===== src/rtl/seq_scan_pkg.sv =====
// -----------------------------------------------------------------------------
// seq_scan_pkg
// Shared encodings and constants for the serial "101" scan controller.
//   ctrl_state_t : controller FSM states (IDLE, LOAD, SHIFT, DONE)
//   det_state_t  : pattern detector states (S0..S3)
//   BYTE_W       : width of one frame byte
//   BIT_CNT_W    : width of the per-byte bit counter
// -----------------------------------------------------------------------------
package seq_scan_pkg;

    localparam int BYTE_W    = 8;
    localparam int BIT_CNT_W = $clog2(BYTE_W);

    typedef enum logic [1:0] {
        ST_IDLE  = 2'd0,
        ST_LOAD  = 2'd1,
        ST_SHIFT = 2'd2,
        ST_DONE  = 2'd3
    } ctrl_state_t;

    typedef enum logic [1:0] {
        DET_S0 = 2'd0,
        DET_S1 = 2'd1,
        DET_S2 = 2'd2,
        DET_S3 = 2'd3
    } det_state_t;

endpackage


===== src/rtl/seq_match_core.sv =====
// -----------------------------------------------------------------------------
// seq_match_core
// Moore "101" detector fed one bit at a time.
// Configuration macro: SEQ_SCAN_OVERLAP_EN
//   defined   -> S3 on 0 goes to S2, so overlapping matches are counted
//   undefined -> S3 on 0 goes to S0, matches do not overlap
// Ports:
//   clk    in  : clock, rising edge
//   rst    in  : synchronous active-high reset (to S0)
//   clr    in  : synchronous clear to S0 (frame start)
//   bit_en in  : bit_in is a valid detector input this cycle
//   bit_in in  : serial data bit
//   z      out : high while the detector sits in S3
//   hit    out : combinational, high when this enabled bit moves the detector into S3
// -----------------------------------------------------------------------------
module seq_match_core
    import seq_scan_pkg::*;
(
    input  logic clk,
    input  logic rst,
    input  logic clr,
    input  logic bit_en,
    input  logic bit_in,
    output logic z,
    output logic hit
);

    det_state_t state;
    det_state_t state_next;

    // NOTE: every signal written in an always_comb gets a default first, so
    // no path through the block can leave it unassigned and infer a latch.
    always_comb begin
        state_next = state;
        if (bit_en) begin
            unique case (state)
                DET_S0: state_next = bit_in ? DET_S1 : DET_S0;
                DET_S1: state_next = bit_in ? DET_S1 : DET_S2;
                DET_S2: state_next = bit_in ? DET_S3 : DET_S0;
                DET_S3: begin
`ifdef SEQ_SCAN_OVERLAP_EN
                    // The trailing '1' of a match can open the next one.
                    state_next = bit_in ? DET_S1 : DET_S2;
`else
                    state_next = bit_in ? DET_S1 : DET_S0;
`endif
                end
                default: state_next = DET_S0;
            endcase
        end
    end

    // hit is qualified by bit_en so a stalled cycle sitting in S3 never recounts.
    assign hit = bit_en && (state_next == DET_S3);
    assign z   = (state == DET_S3);

    // NOTE: sequential state uses non-blocking assignments so every register
    // samples the pre-edge values of its neighbours, matching the hardware.
    always_ff @(posedge clk) begin
        if (rst) begin
            state <= DET_S0;
        end else if (clr) begin
            state <= DET_S0;
        end else begin
            state <= state_next;
        end
    end

endmodule


===== src/rtl/seq_scan_ctrl.sv =====
// -----------------------------------------------------------------------------
// seq_scan_ctrl
// Accepts FRAME_LEN bytes over a valid/ready handshake, serialises each byte
// MSB first into a "101" detector and counts matches over the whole frame.
// Configuration macro: SEQ_SCAN_OVERLAP_EN (see seq_match_core).
// Parameters:
//   FRAME_LEN : bytes per frame (>=1)
//   CNT_W     : match counter width (>=2), saturates at all-ones
// Ports:
//   clk        in  : clock, rising edge
//   rst        in  : synchronous active-high reset, highest priority
//   start      in  : frame start request, only honoured in IDLE
//   data_in    in  : frame byte
//   data_valid in  : data_in valid
//   data_ready out : byte accept (high in LOAD)
//   busy       out : high in every state except IDLE
//   done       out : one-cycle frame-complete pulse
//   match_cnt  out : matches in the current or last frame
//   z          out : detector Moore output (state S3)
// -----------------------------------------------------------------------------
module seq_scan_ctrl
    import seq_scan_pkg::*;
#(
    parameter int FRAME_LEN = 4,
    parameter int CNT_W     = 8
) (
    input  logic              clk,
    input  logic              rst,
    input  logic              start,
    input  logic [BYTE_W-1:0] data_in,
    input  logic              data_valid,
    output logic              data_ready,
    output logic              busy,
    output logic              done,
    output logic [CNT_W-1:0]  match_cnt,
    output logic              z
);

    // A one-byte frame still needs a counter bit to keep widths legal.
    localparam int BYTE_CNT_W = (FRAME_LEN > 1) ? $clog2(FRAME_LEN) : 1;

    ctrl_state_t           state;
    ctrl_state_t           state_next;
    logic [BYTE_W-1:0]     shift_reg;
    logic [BIT_CNT_W-1:0]  bit_cnt;
    logic [BYTE_CNT_W-1:0] byte_cnt;
    logic                  det_clr;
    logic                  shift_en;
    logic                  det_hit;
    logic                  last_bit;
    logic                  last_byte;
    logic                  load_xfer;

    assign last_bit  = (bit_cnt == BIT_CNT_W'(BYTE_W - 1));
    assign last_byte = (byte_cnt == BYTE_CNT_W'(FRAME_LEN - 1));
    assign load_xfer = (state == ST_LOAD) && data_valid;

    // Controller: state register.
    always_ff @(posedge clk) begin
        if (rst) begin
            state <= ST_IDLE;
        end else begin
            state <= state_next;
        end
    end

    // Controller: next state and Moore outputs.
    always_comb begin
        state_next = state;
        data_ready = 1'b0;
        busy       = 1'b1;
        done       = 1'b0;
        det_clr    = 1'b0;
        shift_en   = 1'b0;
        unique case (state)
            ST_IDLE: begin
                busy = 1'b0;
                if (start) begin
                    det_clr    = 1'b1;
                    state_next = ST_LOAD;
                end
            end
            ST_LOAD: begin
                data_ready = 1'b1;
                if (data_valid) begin
                    state_next = ST_SHIFT;
                end
            end
            ST_SHIFT: begin
                shift_en = 1'b1;
                if (last_bit) begin
                    state_next = last_byte ? ST_DONE : ST_LOAD;
                end
            end
            ST_DONE: begin
                done       = 1'b1;
                state_next = ST_IDLE;
            end
            default: state_next = ST_IDLE;
        endcase
    end

    // Datapath. The shift register is reset along with the counters so the
    // detector input is a known value straight out of reset.
    always_ff @(posedge clk) begin
        if (rst) begin
            shift_reg <= '0;
            bit_cnt   <= '0;
            byte_cnt  <= '0;
            match_cnt <= '0;
        end else begin
            if (det_clr) begin
                byte_cnt  <= '0;
                match_cnt <= '0;
            end
            if (load_xfer) begin
                shift_reg <= data_in;
                bit_cnt   <= '0;
            end
            if (shift_en) begin
                shift_reg <= shift_reg << 1;
                bit_cnt   <= bit_cnt + 1'b1;
                if (last_bit && !last_byte) begin
                    byte_cnt <= byte_cnt + 1'b1;
                end
            end
            // Saturating count; the edge that enters S3 is the counting edge.
            if (det_hit && (match_cnt != {CNT_W{1'b1}})) begin
                match_cnt <= match_cnt + 1'b1;
            end
        end
    end

    seq_match_core u_match_core (
        .clk    (clk),
        .rst    (rst),
        .clr    (det_clr),
        .bit_en (shift_en),
        .bit_in (shift_reg[BYTE_W-1]),
        .z      (z),
        .hit    (det_hit)
    );

endmodule


===== config.mk =====
export PLATFORM = sky130hd
export DESIGN_NAME = seq_scan_ctrl
export DESIGN_NICKNAME = d
export VERILOG_FILES = /design/src/rtl/seq_scan_pkg.sv /design/src/rtl/seq_match_core.sv /design/src/rtl/seq_scan_ctrl.sv
export SDC_FILE = /design/constraint.sdc
export NUM_CORES = 1
export LEC_CHECK = 0
export ABC_AREA = 1
export ABC_CLOCK_PERIOD_IN_PS = 1580
export CAP_MARGIN = 20
export CORE_ASPECT_RATIO = 1.4
export CORE_UTILIZATION = 51
export CTS_CLUSTER_DIAMETER = 150
export DETAILED_ROUTE_END_ITERATION = 10
export PLACE_DENSITY = 0.8
export SKIP_CTS_REPAIR_TIMING = 1
export SLEW_MARGIN = 20
export SYNTH_ARGS = -nofsm -noshare
export SYNTH_HDL_FRONTEND = slang
export SYNTH_SLANG_ARGS = --single-unit

===== constraint.sdc =====
create_clock -name clk -period 1.58 [get_ports clk]
set_input_delay 0.316 -clock clk [delete_from_list [all_inputs] [get_ports clk]]
set_output_delay 0.316 -clock clk [all_outputs]
set_load 0.01 [all_outputs]

## Word level (Yosys, flattened, before mapping)

Cells that the tools add are included.

- Register bits: 25
- Output and inout bits: 12
- Logic and storage cells: 61

- Eq/ne operators: 13
- $add $sub $neg: 3
- Reductions and logical operators: 13
- Mux-type cells: 25

Operators with widths:

| operator | count |
|---|---|
| $mux W8 | 4 |
| $mux W2 | 10 |
| $eq A2 B2 Y1 const B | 6 |
| $add A8 B1 Y8 const B | 1 |
| $ne A8 B8 Y1 const B | 1 |
| $pmux W2 S4 | 1 |
| $mux W1 | 7 |
| $mux W3 | 2 |
| $ne A2 B2 Y1 const B | 3 |
| $pmux W2 S3 | 1 |
| $reduce_or A2 Y1 | 3 |
| $eq A2 B1 Y1 const B | 2 |
| $logic_and A1 B1 Y1 | 4 |
| $logic_not A2 Y1 | 2 |
| $reduce_bool A2 Y1 | 2 |
| $add A3 B1 Y3 const B | 1 |
| $eq A3 B3 Y1 const B | 1 |
| $reduce_and A3 Y1 | 1 |
| $add A2 B1 Y2 const B | 1 |
| $logic_not A1 Y1 | 1 |

## Depth between registers and ports, before layout

Gate-level depths: netlist of the first run.

- Word-level depth: 8
- Depth in mapped cells: 9

## Modules after synthesis

Synthesis of the first run repeated with hierarchy kept, for this count alone.

- Cells, all modules: 180
- Area, all modules: 1256.2 µm²

By module, submodules not included:

| module | cells an instance | area each (µm²) | instances |
|---|---|---|---|
| seq_scan_ctrl | 159 | 1139.8 | 1 |
| seq_match_core | 21 | 116.4 | 1 |

## Worst setup path before layout of the first run

No wires, ideal clock.

- Path kind: register -> register
- From: register u_match_core.state[0]
- To: register match_cnt[0]
- Clock period less this slack: 1.310 ns
- Arrival time: 1.240 ns
- Stages on the path, launching flop included: 9
- Path buffers: 0
- Slack: 0.270 ns
- Cell sequence: dfxtp_1 > inv_1 > ha_1 > inv_1 > nand2_1 > nand2_2 > a21oi_4 > nand3_1 > a21oi_1

- Longest elaborated chain between the ends: 8
- Elaborated cells on any way between the ends: 12
- Classes of those cells: 4 x eq/ne; 3 x mux; 5 x reduce/logical

RTL lines:

| what | line | RTL |
|---|---|---|
| start: declaration | seq_match_core.sv:28 | `det_state_t state;` |
| start signal: assignment | seq_match_core.sv:65 | `state <= state_next;` |
| $eq A2 B2 Y1 or $logic_not A2 Y1 (tied branches) | seq_match_core.sv:36 | `unique case (state)` |
| $reduce_or A2 Y1 (no source line) | n/a |  |
| $pmux W2 S3 | seq_match_core.sv:36 |  |
| $mux W2 * | seq_match_core.sv:35 | `if (bit_en) begin` |
| $eq A2 B2 Y1 * | seq_match_core.sv:54 | `assign hit = bit_en && (state_next == DET_S3);` |
| $logic_and A1 B1 Y1 * | seq_match_core.sv:54 |  |
| $logic_and A1 B1 Y1 * | seq_scan_ctrl.sv:128 | `if (det_hit && (match_cnt != {CNT_W{1'b1}})) begin` |
| $mux W8 or $reduce_bool A2 Y1 (tied branches) | n/a |  |
| end signal: assignment | seq_scan_ctrl.sv:129 | `match_cnt <= match_cnt + 1'b1;` |
| end: declaration | seq_scan_ctrl.sv:35 | `output logic [CNT_W-1:0] match_cnt,` |

Mark *: on every way between the ends. The rest lies on a longest branch, timed or not.
A chain may end at the register's enable or synchronous reset.

## Final worst setup path of the first run

- From: register state[0]
- To: register match_cnt[1]

- Longest elaborated chain between the ends: 7
- Elaborated cells on any way between the ends: 10
- Classes of those cells: 2 x eq/ne; 4 x mux; 4 x reduce/logical

RTL lines:

| what | line | RTL |
|---|---|---|
| start: declaration | seq_scan_ctrl.sv:42 | `ctrl_state_t state;` |
| start signal: assignment | seq_scan_ctrl.sv:63 | `state <= state_next;` |
| $eq A2 B2 Y1 | seq_scan_ctrl.sv:75 | `unique case (state)` |
| $mux W1 | seq_scan_ctrl.sv:75 |  |
| $mux W2 | seq_match_core.sv:35 |  |
| $eq A2 B2 Y1 | seq_match_core.sv:54 |  |
| $logic_and A1 B1 Y1 | seq_match_core.sv:54 |  |
| $logic_and A1 B1 Y1 | seq_scan_ctrl.sv:128 |  |
| $mux W8 or $reduce_bool A2 Y1 (tied branches) | n/a |  |

Several ways; a longest one is shown, not always the timed one.

==> impl_metrics.py, run 1 <==
metrics = {
    "outcome": {
        "status": "finished clean",
    },
    "sta": {
        "max_slew_margin_pct": 83.7,
        "finalSetupTns_ps": 0,
        "rsz0062_at_grt": "false",
        "setup_viol": 0,
        "final-max-slew-violation-count": 0,
        "fin_crit_sh_pct": 91.7,
        "whs_ps": 486,
        "final_hold_viol_count": 0,
        "finClkSkew_ps": 6.77,
        "fin_crit_ps": 1450,
        "worst_slew_pin_slew_ps": 244,
        "fmax_ghz": 0.690,
    },
    "global_route": {
        "grt_max_degree": 17,
        "grt_pass1_vias": 1217,
        "grtUsageTotal_pct": 22.8,
        "antenna_found_initial": 0,
        "grt_overflow": 0,
        "grt_pass1_wl_um": 4710,
    },
    "detailed_routing": {
        "routed.top_layer": "met4",
        "met3_length_um": 72,
        "routed_wl_um": 2870,
        "ant_nets": 0,
        "wl_met2_um": 1680,
        "drc": 0,
        "initialDrtViolationCount": 27,
        "first_pass_iters": 4,
        "wl_per_cell_um": 11.7,
        "num_vias": 1285,
        "drt-met1-wl_um": 1070,
        "viasPerCell": 5.24,
    },
    "cts": {
        "clk_latency_ps": 310,
        "clkSinkCount": 25,
        "cts_tree": "done",
        "numCtsBuffers": 3,
        "clockBufferDepth": 2,
        "cts_root_buf": "clkbuf_4",
        "cts.reportedPaths.clkPinSlew_ps": 130,
        "cts_max_level": 1,
    },
    "setup_path": {
        "cp_max_fo": 12,
        "critPathCapture": "match_cnt[1]$_SDFFE_PP0P_",
        "startpoint": "state[0]$_SDFFE_PP0P_",
        "cp-start-kind": "flop",
        "r2r-start": "state[0]$_SDFFE_PP0P_",
        "path_class": "flop to flop",
        "cp-end-kind": "flop",
        "required_ps": 1830,
        "ff2ff_setup_slack_ps": 130,
        "critPathArrivalTime_ps": 1700,
        "r2r_end": "match_cnt[1]$_SDFFE_PP0P_",
        "ff2ff_path_depth": 7,
    },
    "final_layout": {
        "antennaDiodeCount": 0,
        "final_cell_mix": "nand2_1 (46), nand3_1 (21), inv_1 (16), a21oi_1 (16), dfxtp_1 (13)",
        "area_growth_pct": 28.3,
        "nets": 231,
        "finalInstanceArea_um2": 1690,
        "drive_gt1_share_pct": 17.1,
        "layout_commonest_cell": "nand2_1",
    },
    "synth": {
        "synth.area.top_cells": "dfxtp_1 (38%), nand2_1 (13%), nand3_1 (8.0%)",
        "syn-instance-count": 184,
        "yosys.area.top_type": "dfxtp_1",
        "avgSynthCellArea_um2": 7.15,
        "ys_seq_elements": 25,
        "yosys_warnings": 0,
        "yosysUniqueCellTypes": 27,
        "synth_area_um2": 1320,
        "synth-seq-area-share_pct": 38.1,
        "synth_nets": 203,
        "synth_top_area_share_pct": 38.1,
    },
    "worst_hold_path": {
        "hp-class": "flop to flop",
        "hp-start": "byte_cnt[1]$_SDFF_PP0_",
    },
    "power": {
        "p_per_area_nw_per_um2": 718,
        "max-vdd-ir-drop_uv": 566,
        "power.leakage_nw": 0.823,
        "p_total_w": 0.00121,
    },
    "die": {
        "dieArea_um2": 2790,
        "die_h_um": 62.1,
        "initial_utilization_pct": 54.4,
        "fp.coreArea_um2": 2420,
        "ios": 24,
        "die_x_um": 44.9,
        "rows": 21,
    },
    "place": {
        "routabilityCongestion": 0.858,
        "numPortBuffers": 23,
        "place_area_um2": 1600,
        "place_hpwl_um": 2200,
    },
    "flow_run": {
        "drv_cap": 0,
    },
}
-- synth_stat cells (all sizes together) --
| library cell | number |
|---|---|
| nor3b | 1 |
| o211ai | 1 |
| nand4 | 1 |
| xor2 | 1 |
| clkbuf | 2 |
| nor3 | 1 |
| o21bai | 1 |
| buf | 2 |
| dfxtp | 25 |
| ha | 7 |
| a31oi | 7 |
| inv | 22 |
| o21ai | 8 |
| nand2 | 51 |
| a21oi | 17 |
| or2 | 2 |
| nor2 | 11 |
| nand3 | 23 |
| clkinv | 1 |
-- metal layers --
metal,vias to the layer above,GRT usage (%)
li1,655,-
met1,591,24.2
met2,33,45.2
met3,6,1.73
met4,0,9.96
met5,-,0
-- stage by stage --
step	setup WS (ps)	std cells	util, %
CTS	-204	245	67.3
global placement	152	241	66.2
global route	30.5	245	69.8
detailed placement	105	241	66.2
floorplan	270	184	-
finish	131	245	69.8
-- power breakdown --
part	internal (W)	switching, W
Combinational	0.000102	0.000149
Sequential	0.000655	0.0000253
Clock	0.0000985	0.000182
-- worst min path at each step --
stage | end | cells after the start
after floorplan | bit_cnt[0]$_SDFFE_PP0P_ | 1
after global placement | bit_cnt[1]$_SDFFE_PP0P_ | 2
after detailed placement | byte_cnt[1]$_SDFF_PP0_ | 2
after CTS | byte_cnt[1]$_SDFF_PP0_ | 2
after global routing | bit_cnt[0]$_SDFFE_PP0P_ | 1
final | byte_cnt[1]$_SDFF_PP0_ | 2
-- layout make-up --
type                    instances  area, um2
flip-flops and latches         25        531
fillers                       212        731
repair buffers                 27        290
clock buffers                   4       26.3
well taps                      34       42.5
multi-input cells             132        711
inverters                      23       86.3
-- worst max-delay path, cell delays in order (launching register included) --
cell and delay, ps:
dfxtp_2 360, inv_2 100, nand2_4 100, inv_2 180, nand3_2 150, a21oi_4 240, nand3_1 110, a21oi_1 150
-- cell families (layout without fill, tap and decap cells) --
| family | after synthesis | in the layout | share of synthesized area [%] |
|---|---|---|---|
| compound gates | 34 | 34 | 14.8 |
| flops | 25 | 25 | 38.1 |
| simple gates | 90 | 90 | 31.9 |
| buf+inv | 27 | 54 | 7.90 |
| fa+ha+maj | 7 | 7 | 6.66 |
| xor+xnor | 1 | 1 | 0.666 |
(Power assumes the default switching activity.)
==> run 2: changes to the inputs <==
--- a/config.mk
+++ b/config.mk
@@ -6,7 +6,7 @@
 export NUM_CORES = 1
 export LEC_CHECK = 0
 export ABC_AREA = 1
-export ABC_CLOCK_PERIOD_IN_PS = 1580
+export ABC_CLOCK_PERIOD_IN_PS = 1350
 export CAP_MARGIN = 20
 export CORE_ASPECT_RATIO = 1.4
 export CORE_UTILIZATION = 51
==> constraint.sdc (replaced) <==
create_clock -name clk -period 1.35 [get_ports clk]
set_input_delay 0.27 -clock clk [delete_from_list [all_inputs] [get_ports clk]]
set_output_delay 0.27 -clock clk [all_outputs]
set_load 0.01 [all_outputs]
==> run 2 against run 1 <==
- the run now ends with setup timing left
- wire length is 30% higher
- sequential power increased by 17%
- first-iteration DRC count is 56% higher
- largest cell class unchanged
- highest routed layer unchanged
==> impl_metrics.py, run 2 (synthesis results as in run 1) <==
metrics = {
    "outcome": {
        "status": "finished, violations left",
        "violations": "setup timing",
    },
    "setup_path": {
        "cp_max_fo": 8,
        "path_class": "flop to flop",
        "cp-end-kind": "flop",
        "cp-start-kind": "flop",
        "critPathArrivalTime_ps": 1750,
        "required_ps": 1620,
    },
    "die": {
        "ios": 24,
        "die_x_um": 44.9,
        "dieArea_um2": 2790,
        "rows": 21,
        "initial_utilization_pct": 54.4,
        "die_h_um": 62.1,
        "fp.coreArea_um2": 2420,
    },
    "final_layout": {
        "final_cell_mix": "nand2_1 (40), buf_4 (22), inv_1 (14), dfxtp_1 (14)",
        "area_growth_pct": 58.3,
        "fill_cells": 154,
        "finalInstanceArea_um2": 2080,
        "nets": 256,
        "fin_util_pct": 86.1,
        "drive_gt1_share_pct": 39.8,
        "multi_input_area_um2": 892,
        "seqCellArea_um2": 529,
        "layout_commonest_cell": "nand2_1",
        "antennaDiodeCount": 0,
    },
    "global_route": {
        "grt_pass1_wl_um": 4810,
        "antenna_found_initial": 0,
        "grt_overflow": 0,
        "grt_pass1_vias": 1275,
        "grtUsageTotal_pct": 23.4,
        "grt_max_degree": 17,
    },
    "power": {
        "max-vdd-ir-drop_uv": 817,
        "p_per_area_nw_per_um2": 768,
        "seqPwrFrac_pct": 49.6,
        "p_total_w": 0.00160,
        "p_int_w": 0.00109,
        "p_switching_w": 0.000507,
        "switching_share_pct": 31.7,
        "power.leakage_nw": 0.936,
        "p_comb_share_pct": 28.6,
        "power.share.clock_pct": 21.8,
    },
    "sta": {
        "setup_viol": 14,
        "finClkSkew_ps": 16.0,
        "fmax_ghz": 0.676,
        "fin_crit_sh_pct": 110,
        "fin_crit_ps": 1480,
        "final-max-slew-violation-count": 0,
        "worst_slew_pin_slew_ps": 259,
        "rsz0062_at_grt": "true",
        "finalSetupTns_ps": -1000,
        "final_hold_viol_count": 0,
        "max_slew_margin_pct": 82.5,
        "finalWorstSetupSlack_ps": -129,
    },
    "place": {
        "post-place-ws_ps": -122,
        "place_hpwl_um": 2230,
        "numPortBuffers": 23,
        "place_area_um2": 1700,
        "routabilityCongestion": 0.860,
    },
    "detailed_routing": {
        "num_vias": 1466,
        "viasPerCell": 5.43,
        "first_pass_iters": 4,
        "routed_wl_um": 3730,
        "drc": 0,
        "ant_nets": 0,
        "wl_per_cell_um": 13.8,
        "initialDrtViolationCount": 42,
    },
    "cts": {
        "clkSinkCount": 25,
        "numCtsBuffers": 3,
        "cts_max_level": 1,
        "cts.reportedPaths.clkPinSlew_ps": 150,
        "clk_latency_ps": 330,
        "cts_tree": "done",
        "cts_root_buf": "clkbuf_4",
        "clockBufferDepth": 2,
    },
    "worst_hold_path": {
        "hp-class": "flop to flop",
    },
    "flow_run": {
        "drv_cap": 0,
    },
}
[run 2: cell types whose count changed in the layout (fill, tap and decap cells not counted), moves of 4 or more]
cell     delta
nand3_1    -10
buf_4      +18
a21oi_2     +8
nand2_4     +4
buf_6       +4
a21oi_1     -8
nand2_1     -6
nand3_2     +8
[run 2: metal layers]
metal	vias to the layer above	part of all wire [%]	global-route usage, %
met4	0	2.5	14.3
met2	54	54	45.8
li1	709	-	-
met1	692	40	22.9
met3	11	3.7	2.89
met5	-	0	0
[run 2: critical path, stage by stage, from the launching register on]
cell     delay [ps]
dfxtp_4         390
inv_1            70
ha_2            210
inv_1            60
nand2_2          90
nand3_4          90
a21oi_4         150
buf_12          150
nand3_1          80
a21oi_1         130
[run 2: area by class of cell]
type	instances	area share, %
Clock buffer	4	1.26
Multi-Input combinational cell	132	42.8
Timing Repair inverter	1	0.361
Inverter	23	4.63
Sequential cell	25	25.4
Timing Repair Buffer	51	23.4
Tap cell	34	2.04
[run 2: path summary, 6_finish.rpt]
path	start	end	slack, ps	depth (start not counted)
worst max register to register	u_match_core.state[1]$_SDFF_PP0_	match_cnt[4]$_SDFFE_PP0P_	-130	9
worst max-delay path	u_match_core.state[1]$_SDFF_PP0_	match_cnt[4]$_SDFFE_PP0P_	-130	9
worst min register to register	bit_cnt[0]$_SDFFE_PP0P_	bit_cnt[0]$_SDFFE_PP0P_	470	1
worst min-delay path	bit_cnt[0]$_SDFFE_PP0P_	bit_cnt[0]$_SDFFE_PP0P_	470	1
[run 2: per-stage QoR]
| step | hold slack, ps | cells |
|---|---|---|
| after global routing | 506 | 270 |
| after floorplan | 404 | 184 |
| after global placement | 451 | 253 |
| after CTS | 477 | 257 |
| final | 474 | 270 |
| after detailed placement | 457 | 253 |
[run 2: power groups by stage]
stage | Combinational [W] | Sequential, W | Clock [W]
after floorplan | 0.000185 | 0.000812 | 0
after global placement | 0.000322 | 0.000815 | 0
final | 0.000457 | 0.000793 | 0.000349
after CTS | 0.000328 | 0.000800 | 0.000350
after detailed placement | 0.000327 | 0.000817 | 0
after global routing | 0.000491 | 0.000798 | 0.000374
